$ cat config.mk
export PLATFORM = sky130hd
export DESIGN_NAME = fetch_unit
export DESIGN_NICKNAME = d
export VERILOG_FILES = /design/src/rtl/fetch_pkg.sv /design/src/rtl/fetch_buffer.sv /design/src/rtl/fetch_unit.sv
export SDC_FILE = /design/constraint.sdc
export NUM_CORES = 1
export LEC_CHECK = 0
export ABC_AREA = 1
export CAP_MARGIN = 20
export CORE_UTILIZATION = 45
export DETAILED_ROUTE_END_ITERATION = 7
export PLACE_DENSITY = 0.74
export SLEW_MARGIN = 5
export SYNTH_ARGS = -nofsm -noshare
export SYNTH_HDL_FRONTEND = slang
export SYNTH_SLANG_ARGS = --single-unit
$ cat constraint.sdc
create_clock -name clk -period 10.16 [get_ports clk]
set_input_delay 2.54 -clock clk [delete_from_list [all_inputs] [get_ports clk]]
set_output_delay 2.54 -clock clk [all_outputs]
set_load 0.03 [all_outputs]
$ cat src/rtl/fetch_pkg.sv
// rtl/fetch_pkg.sv - shared constants, state encoding and buffer entry type for fetch_unit
package fetch_pkg;

  localparam int INSTR_W      = 32;
  localparam int PC_STEP      = 4;
  localparam int DEFAULT_PC_W = 10;

  typedef enum logic [1:0] {
    BOOT = 2'd0,
    RUN  = 2'd1,
    ERR  = 2'd2
  } fetch_state_e;

  typedef struct packed {
    logic [INSTR_W-1:0]      instr;
    logic [DEFAULT_PC_W-1:0] pc;
  } fetch_entry_t;

endpackage

$ cat src/rtl/fetch_buffer.sv
// rtl/fetch_buffer.sv - synchronous FIFO holding fetched {instr, pc} entries
// Pointers carry one extra MSB so full and empty are distinguishable.
module fetch_buffer #(
  parameter int DEPTH  = 2,
  parameter int DATA_W = 42
) (
  input  logic                     clk,
  input  logic                     rst_n,
  input  logic                     flush,
  input  logic                     push,
  input  logic                     pop,
  input  logic [DATA_W-1:0]        din,
  output logic [DATA_W-1:0]        dout,
  output logic [$clog2(DEPTH):0]   count
);

  localparam int AW = $clog2(DEPTH);

  logic [DATA_W-1:0] mem [DEPTH];
  logic [AW:0]       wr_ptr;
  logic [AW:0]       rd_ptr;

  always_ff @(posedge clk) begin
    if (!rst_n || flush) begin
      wr_ptr <= '0;
      rd_ptr <= '0;
    end else begin
      if (push) wr_ptr <= wr_ptr + (AW+1)'(1);
      if (pop)  rd_ptr <= rd_ptr + (AW+1)'(1);
    end
  end

  // Push into a full buffer only happens alongside a pop, so overwriting the head slot is safe.
  always_ff @(posedge clk) begin
    if (push && !flush) mem[wr_ptr[AW-1:0]] <= din;
  end

  assign dout  = mem[rd_ptr[AW-1:0]];
  assign count = wr_ptr - rd_ptr;

endmodule

$ cat src/rtl/fetch_unit.sv
// rtl/fetch_unit.sv - instruction fetch front end: PC generation, imem requests, buffered hand-off
// Optional misaligned-redirect trap enabled by FETCH_MISALIGN_TRAP_EN.
module fetch_unit #(
  parameter int              PC_W      = 10,
  parameter logic [PC_W-1:0] RESET_PC  = '0,
  parameter int              BUF_DEPTH = 2
) (
  input  logic            clk,
  input  logic            rst_n,
  output logic            imem_req,
  output logic [PC_W-1:0] imem_addr,
  input  logic            imem_rvalid,
  input  logic [31:0]     imem_rdata,
  input  logic            redirect,
  input  logic [PC_W-1:0] redirect_pc,
  output logic            instr_valid,
  input  logic            instr_ready,
  output logic [31:0]     instr,
  output logic [PC_W-1:0] instr_pc,
  output logic            misalign_err
);

  import fetch_pkg::*;

  localparam int CW = $clog2(BUF_DEPTH) + 1;

  typedef struct packed {
    logic [INSTR_W-1:0] instr;
    logic [PC_W-1:0]    pc;
  } entry_t;

  fetch_state_e    state, state_nxt;
  logic [PC_W-1:0] fetch_pc;
  logic [PC_W-1:0] inflight_pc;
  logic            inflight;
  logic [CW-1:0]   count;
  logic [CW:0]     occ;
  logic            pop, push, flush, issue;
  entry_t          din, dout;

  assign pop = instr_valid & instr_ready;
  // Slots committed after this edge: buffered plus in flight, less what leaves now.
  assign occ = {1'b0, count} + (CW+1)'(inflight) - (CW+1)'(pop);

`ifdef FETCH_MISALIGN_TRAP_EN
  logic misaligned;
  assign misaligned = |redirect_pc[1:0];
`endif

  always_ff @(posedge clk) begin
    if (!rst_n) state <= BOOT;
    else        state <= state_nxt;
  end

  always_comb begin
    state_nxt = state;
    issue     = 1'b0;
    flush     = 1'b0;
    case (state)
      BOOT: state_nxt = RUN;
      RUN: begin
        if (redirect) begin
          flush = 1'b1;
`ifdef FETCH_MISALIGN_TRAP_EN
          if (misaligned) state_nxt = ERR;
`endif
        end else begin
          issue = (occ < (CW+1)'(BUF_DEPTH));
        end
      end
`ifdef FETCH_MISALIGN_TRAP_EN
      ERR: begin
        if (redirect) begin
          flush = 1'b1;
          if (!misaligned) state_nxt = RUN;
        end
      end
`endif
      default: state_nxt = BOOT;
    endcase
  end

  always_ff @(posedge clk) begin
    if (!rst_n) begin
      fetch_pc    <= RESET_PC;
      inflight    <= 1'b0;
      inflight_pc <= '0;
    end else if (flush) begin
      fetch_pc <= redirect_pc & ~PC_W'(3);
      inflight <= 1'b0;
    end else if (issue) begin
      fetch_pc    <= fetch_pc + PC_W'(PC_STEP);
      inflight    <= 1'b1;
      inflight_pc <= fetch_pc;
    end else if (imem_rvalid) begin
      inflight <= 1'b0;
    end
  end

  assign push      = imem_rvalid & inflight & ~flush;
  assign din.instr = imem_rdata;
  assign din.pc    = inflight_pc;

  fetch_buffer #(
    .DEPTH  (BUF_DEPTH),
    .DATA_W ($bits(entry_t))
  ) u_buf (
    .clk   (clk),
    .rst_n (rst_n),
    .flush (flush),
    .push  (push),
    .pop   (pop),
    .din   (din),
    .dout  (dout),
    .count (count)
  );

  assign imem_req    = rst_n & issue;
  assign imem_addr   = fetch_pc;
  assign instr_valid = rst_n & (count != '0);
  assign instr       = dout.instr;
  assign instr_pc    = dout.pc;

`ifdef FETCH_MISALIGN_TRAP_EN
  assign misalign_err = rst_n & (state == ERR);
`else
  assign misalign_err = 1'b0;
`endif

endmodule

==> reports/results.md, run 1 <==
### Floorplan
* 47.21% — effective utilization at floorplan
* 34 — standard-cell rows
* 102 — boundary pin count
* 98.36 um — die height
* 8848 um2 — area of the core
* 9674 um2 — Die Area
* 98.36 um — x dimension of the die

### Placed design
* 510 — number of instances in the placed design
* 5.020 mm — half-perimeter wire length after placement
* 94 — I/O Buffers
* 0.8325 — gp weighted congestion

### Global route
* 16.39% — all-layer global routing usage
* 0 — sum of overflow across all layers after global routing
* 2608 — number of global-route vias before repair
* 12.25 mm — wire length of the first global-routing pass
* 0 — number of antenna violations at the first check in global routing
* 41 — maximum number of pins on one net before global-route repair

### Critical path
* 5660 ps — arrival time reported for the critical path endpoint
* primary output — capturing element type of the critical path
* 7070 ps — register-to-register setup slack
* primary input — CP Launch Type
* in2out — crit path kind
* 4 — worst path bufs/invs
* 7620 ps — Worst Path Required
* clkdlybuf4s50_1, nand3_1, inv_1, ha_1, inv_1, nand2_1, fa_1, nand2_1, nor2_2, nand3_4, nor2_1, clkdlybuf4s50_1 — cell breakdown of the critical path
* sky130_fd_sc_hd__clkdlybuf4s50_1 — slowest cell on the critical path
* 22 — highest net fanout along the worst path
* 12 — number of cells on the critical path
* 16 — number of cells on the worst reg-to-reg path
* 680 ps — Critical Path Max Stage Delay
* buffers and inverters — cell class contributing the biggest share of worst-path delay

### Timing
* no — unrepaired setup endpoints after global routing
* 35.08% — headroom to the max-slew limit
* 458.3 ps — final worst hold slack
* 12.34 ps — setup clock skew after layout
* 0 ps — TNS Setup
* 122.0 MHz — highest clock frequency the design can meet
* 973.7 ps — Worst Max-Slew Pin Slew
* 0 — Pins Over Slew Limit
* 0 — final hold violation count
* 0 — total of endpoints with negative setup slack in the final report
* 8199 ps — post-route minimum period
* 80.70% — Final Cycle Share

### Synth
* 13.22 um2 — mean cell area of the mapped netlist
* 0% — async set-reset flop share out of synthesis
* 26 — post-synth cell types
* 68.52% — portion of the post-synthesis area used by sequential elements
* 0 — warning count from the yosys run
* 4178 um2 — mapped cell area
* 80 — number of enable-type register cells in the synthesized netlist
* 316 — post-synthesis cell count
* sky130_fd_sc_hd__edfxtp_1 — Most used DFF post-synth
* 103 — register bit total from synthesis

### CTS
* 9 — number of buffers created by CTS
* done — CTS tree
* sky130_fd_sc_hd__clkbuf_8 — cell at the root of the clock tree
* 360 ps — clock latency reported for the late side of the worst-skew pair
* 103 — sink count of the clock tree
* 0 — post-cts hold buffer count
* 3 — total number of H-tree levels
* 0 — Setup Buffers After CTS
* 2 — maximum buffer depth of the clock tree
* 0 — total of cells resized after clock tree synthesis
* 80 ps — CTS clk-pin slew, worst paths

### Cells and area
* 464 — Final Net Count
* 16.51% — fraction of layout instances using a drive strength above 1
* 2864 um2 — Seq. cell area
* 1166 um2 — area of the multi-input gates
* 29.83% — Layout area overhead
* 739 — fillcell total
* 0 — antenna diode instance count
* 526 — post-route insts no fill

### Drt
* 8 — DRC violation count after routing
* 2582 — routed via count
* 4.909 — detailed-route vias per instance
* 0 — post-detailed-route count of antenna-violating nets
* 14.53 um — detailed-route wire length per cell
* 72 — detailed router's first-iteration violation count
* 7.641 mm — total wire length
* 8 — TritonRoute pass-1 iters

### Run status
* finished, violations left — run status
* DRC — violated checks

### Pwr
* 147.3 nW/um2 — power density over cell area
* 1.923 nW — static leakage
* 66.31 uV — worst-case vdd ir drop

### Run
* 0 — count of max-cap constraint violations

### Worst hold path
* reg2reg — HP Class
* 0 — worst hold path depth

## flip-flops by register name (all words and copies together) (netlist names), named ones only
name          cells
imem_addr         8
u_buf.rd_ptr      2
state             1
u_buf.mem        80
inflight_pc       8
u_buf.wr_ptr      2
inflight          1
## layer usage
layer	vias to the layer above	wire, um	track usage, %
met3	10	472	4.438
met5	-	0	0
met4	0	92	5.741
met1	1204	3486	20.62
li1	1290	-	-
met2	78	3589	27.36
## logic make-up (layout without fill, tap and decap cells)
| group | after synthesis | count (layout) | synth area share, % |
|---|---|---|---|
| AOI/OAI and AO/OA | 23 | 23 | 3.055 |
| DFF | 103 | 103 | 68.52 |
| buffers and inverters | 39 | 137 | 4.223 |
| other | 1 | 5 | 0.08976 |
| and+or+nand+nor | 105 | 105 | 11.74 |
| muxes | 40 | 40 | 10.78 |
| adders and majority gates | 4 | 4 | 1.378 |
| xor gates and xnor gates | 1 | 1 | 0.2097 |
## synthesized netlist by cell type (2+ instances only)
master | instances | area, um2
sky130_fd_sc_hd__edfxtp_1 | 80 | 2402
sky130_fd_sc_hd__nand2_1 | 42 | 157.7
sky130_fd_sc_hd__mux2_2 | 40 | 450.4
sky130_fd_sc_hd__nor2_1 | 34 | 127.6
sky130_fd_sc_hd__dfxtp_1 | 23 | 460.4
sky130_fd_sc_hd__inv_1 | 23 | 86.33
sky130_fd_sc_hd__a21oi_1 | 12 | 60.06
sky130_fd_sc_hd__nand3_1 | 11 | 55.05
sky130_fd_sc_hd__nand4_1 | 8 | 50.05
sky130_fd_sc_hd__o21ai_0 | 7 | 35.03
sky130_fd_sc_hd__buf_4 | 6 | 45.04
sky130_fd_sc_hd__clkbuf_1 | 4 | 15.01
sky130_fd_sc_hd__buf_1 | 3 | 11.26
sky130_fd_sc_hd__ha_1 | 3 | 37.54
sky130_fd_sc_hd__nand3_4 | 3 | 52.55
sky130_fd_sc_hd__nand3b_1 | 3 | 22.52
sky130_fd_sc_hd__inv_2 | 2 | 7.510
sky130_fd_sc_hd__nand2_2 | 2 | 12.51
sky130_fd_sc_hd__nor2_2 | 2 | 12.51
sky130_fd_sc_hd__o21ai_2 | 2 | 17.52
## path summary, 6_finish.rpt
kind | from | end
max | rst_n | imem_req
min reg2reg | inflight_pc[7] | u_buf.mem[0][7]
min | inflight_pc[7] | u_buf.mem[0][7]
max reg2reg | u_buf.wr_ptr[0] | imem_addr[8]
## report_power, final
part           switching [mW]  internal [mW]  total (mW)
sequential            0.00618          0.460       0.466
clock                   0.133          0.131       0.264
combinational          0.0360         0.0336      0.0696
## per-stage QoR
stage	setup WS [ps]	area (um2)	total power, mW	utilization (%)
finish	1961	5424	0.7989	61.30
global route	1731	5424	0.8289	61.30
CTS	1941	5424	0.8047	61.30
detailed placement	1968	5215	0.5448	58.94
global placement	1977	5215	0.5431	58.94
floorplan	3096	4193	0.5116	-
## placed cells by master (no fill, tap or decap), drive strengths merged
| cell | count |
|---|---|
| nand4 | 8 |
| a21oi | 12 |
| o21ai | 9 |
| mux2 | 40 |
| o21a | 1 |
| nor2 | 36 |
| dfxtp | 23 |
| clkbuf | 12 |
| buf | 2 |
| conb | 5 |
| nand2 | 44 |
| a211oi | 1 |
| fa | 1 |
| clkinv | 1 |
| nand3 | 14 |
| xor2 | 1 |
| clkdlybuf4s50 | 94 |
| edfxtp | 80 |
| nand3b | 3 |
| ha | 3 |
| bufinv | 1 |
| inv | 27 |
## area by class of cell
type | instances | share of cell area [%]
sequential | 103 | 52.80
inverter | 25 | 1.730
tap | 108 | 2.491
clock buffer | 12 | 2.884
multi-input combinational | 178 | 21.50
timing repair buffer | 96 | 17.62
clock inverter | 4 | 0.9689
No activity file was read; power rests on OpenSTA's default activity.
==> run 2: changes to the inputs <==
Clock period 10.16 ns to 7.8 ns, I/O delays scaled along.
==> run 2 against run 1 <==
Net effect:
- final area rose by 0.14%
- global-route usage barely moved
- count of clock-buffer cells in the layout did not move
- setup slack got worse by 1200 ps
- clock skew fell by 4.3 ps
- routed wire length fell by 0.26%
- clock power rose by 31%
- die area did not move
- the run still ends with DRC left
- cell count did not move
==> reports/results.md, run 2 (same netlist as run 1, synthesis figures left out) <==
### Timing
* 142.6 MHz — highest clock frequency the design can meet
* 8.085 ps — setup clock skew after layout, was 12.34 ps
* 35.56% — headroom to the max-slew limit, was 35.08%
* 89.88% — Final Cycle Share
* 0 — final hold violation count, unchanged
* 7011 ps — post-route minimum period
* 0 ps — TNS Setup, unchanged
* 0 — total of endpoints with negative setup slack in the final report, unchanged
* 0 — Pins Over Slew Limit, unchanged
* no — unrepaired setup endpoints after global routing, unchanged
* 966.5 ps — Worst Max-Slew Pin Slew, was 973.7 ps

### Critical path
* primary output — capturing element type of the critical path, unchanged
* primary input — CP Launch Type, unchanged
* 5060 ps — arrival time reported for the critical path endpoint, was 5660 ps
* buffers and inverters — cell class contributing the biggest share of worst-path delay, unchanged
* sky130_fd_sc_hd__clkdlybuf4s50_1 — slowest cell on the critical path, unchanged
* 680 ps — Critical Path Max Stage Delay, about the same
* u_buf.wr_ptr[0] — startpoint of the worst-slack reg-to-reg timing path, unchanged
* clkdlybuf4s50_1, nand3_1, inv_1, ha_1, inv_1, nand2_1, fa_1, nand2_1, nor2_2, nand3_4, nor2_1, clkdlybuf4s50_1 — cell breakdown of the critical path, unchanged
* 22 — highest net fanout along the worst path, unchanged
* rst_n — worst setup path startpoint, unchanged
* 4 — worst path bufs/invs, unchanged
* 5850 ps — Worst Path Required, was 7620 ps
* in2out — crit path kind, unchanged

### Global route
* 16.41% — all-layer global routing usage, was 16.39%
* 41 — maximum number of pins on one net before global-route repair, unchanged
* 0 — number of antenna violations at the first check in global routing, unchanged
* 2586 — number of global-route vias before repair, was 2608
* 12.33 mm — wire length of the first global-routing pass, was 12.25 mm
* 0 — sum of overflow across all layers after global routing, unchanged

### Floorplan
* 34 — standard-cell rows, unchanged
* 98.36 um — die height, unchanged
* 98.36 um — x dimension of the die, unchanged
* 47.21% — effective utilization at floorplan, unchanged
* 9674 um2 — Die Area, unchanged
* 102 — boundary pin count, unchanged
* 8848 um2 — area of the core, unchanged

### Drt
* 77 — detailed router's first-iteration violation count, was 72
* 0 — post-detailed-route count of antenna-violating nets, unchanged
* 7 — DRC violation count after routing, was 8
* 2622 — routed via count, was 2582
* 7.621 mm — total wire length, was 7.641 mm
* 4.985 — detailed-route vias per instance, was 4.909
* 8 — TritonRoute pass-1 iters, unchanged
* 14.49 um — detailed-route wire length per cell, was 14.53 um

### Cells and area
* 30.01% — Layout area overhead, was 29.83%
* 0 — antenna diode instance count, unchanged
* 16.75% — fraction of layout instances using a drive strength above 1, was 16.51%
* sky130_fd_sc_hd__clkdlybuf4s50_1 (94), sky130_fd_sc_hd__edfxtp_1 (80), sky130_fd_sc_hd__nand2_1 (42), sky130_fd_sc_hd__mux2_2 (40), sky130_fd_sc_hd__nor2_1 (33) — commonest cells after routing, fill and taps aside, unchanged
* 464 — Final Net Count, unchanged
* 80 — number of flip-flops in the largest register, unchanged
* 714 — fillcell total, was 739
* sky130_fd_sc_hd__clkdlybuf4s50_1 — most frequent standard cell in the layout excluding fill and tap cells, unchanged
* 526 — post-route insts no fill, unchanged

### CTS
* 2 — maximum buffer depth of the clock tree, unchanged
* sky130_fd_sc_hd__clkbuf_8 — cell at the root of the clock tree, unchanged
* 0 — Setup Buffers After CTS, unchanged
* 9 — number of buffers created by CTS, unchanged
* 350 ps — clock latency reported for the late side of the worst-skew pair, was 360 ps
* 0 — post-cts hold buffer count, unchanged
* done — CTS tree, unchanged
* 3 — total number of H-tree levels, unchanged
* 103 — sink count of the clock tree, unchanged
* 0 — total of cells resized after clock tree synthesis, unchanged
* 90 ps — CTS clk-pin slew, worst paths, was 80 ps

### Worst hold path
* reg2reg — HP Class, unchanged
* inflight_pc[8] — Worst Min Path Start, was inflight_pc[7]

### Pwr
* 84.21 uV — worst-case vdd ir drop, was 66.31 uV
* 1.928 nW — static leakage, was 1.923 nW
* 192.0 nW/um2 — power density over cell area, was 147.3 nW/um2

### Run status
* DRC — violated checks, unchanged
* finished, violations left — run status, unchanged

### Placed design
* 5.073 mm — half-perimeter wire length after placement, was 5.020 mm
* 94 — I/O Buffers, unchanged
* 510 — number of instances in the placed design, unchanged
* 0.8239 — gp weighted congestion, was 0.8325

### Run
* 0 — count of max-cap constraint violations, unchanged

run 2: per-layer routing:
metal	part of all wire, %	vias up	routed length, um	GRT usage (%)
li1	-	1292	-	-
met1	44	1237	3382	20.97
met2	48	83	3624	27.19
met3	6.9	10	524	4.009
met4	1.2	0	90	6.085
met5	0	-	0	0
run 2: where the power goes:
part / internal [mW] / switching [mW] / total [mW]
Combinational: 0.0438 / 0.0470 / 0.0908
Clock: 0.177 / 0.168 / 0.345
Sequential: 0.599 / 0.00804 / 0.607
run 2: final timing paths:
check | end | slack, ps | cells after the start
worst max-delay path | imem_req | 790 | 12
worst min-delay path | u_buf.mem[0][8] | 460 | 0
worst max register to register | imem_addr[8] | 4730 | 16
worst min register to register | u_buf.mem[0][8] | 460 | 0
run 2: through the flow:
| stage | power [mW] | worst slack, ps | area [um2] | hold slack [ps] | util (%) |
|---|---|---|---|---|---|
| final | 1.043 | 789.0 | 5431 | 464.7 | 61.38 |
| after floorplan | 0.6664 | 1916 | 4193 | 425.9 | - |
| after global placement | 0.7074 | 807.2 | 5215 | 436.8 | 58.94 |
| after detailed placement | 0.7097 | 795.1 | 5215 | 439.0 | 58.94 |
| after CTS | 1.056 | 780.2 | 5431 | 462.1 | 61.38 |
| after global routing | 1.086 | 567.0 | 5431 | 473.0 | 61.38 |
run 2: area by class of cell:
class / count / area, um2 / share of cell area (%)
inverters: 25 / 93.84 / 1.728
flip-flops and latches: 103 / 2864 / 52.73
clock inverters: 4 / 50.05 / 0.9214
repair buffers: 96 / 955.9 / 17.60
clock buffers: 12 / 166.4 / 3.064
multi-input cells: 178 / 1166 / 21.47
well taps: 108 / 135.1 / 2.488
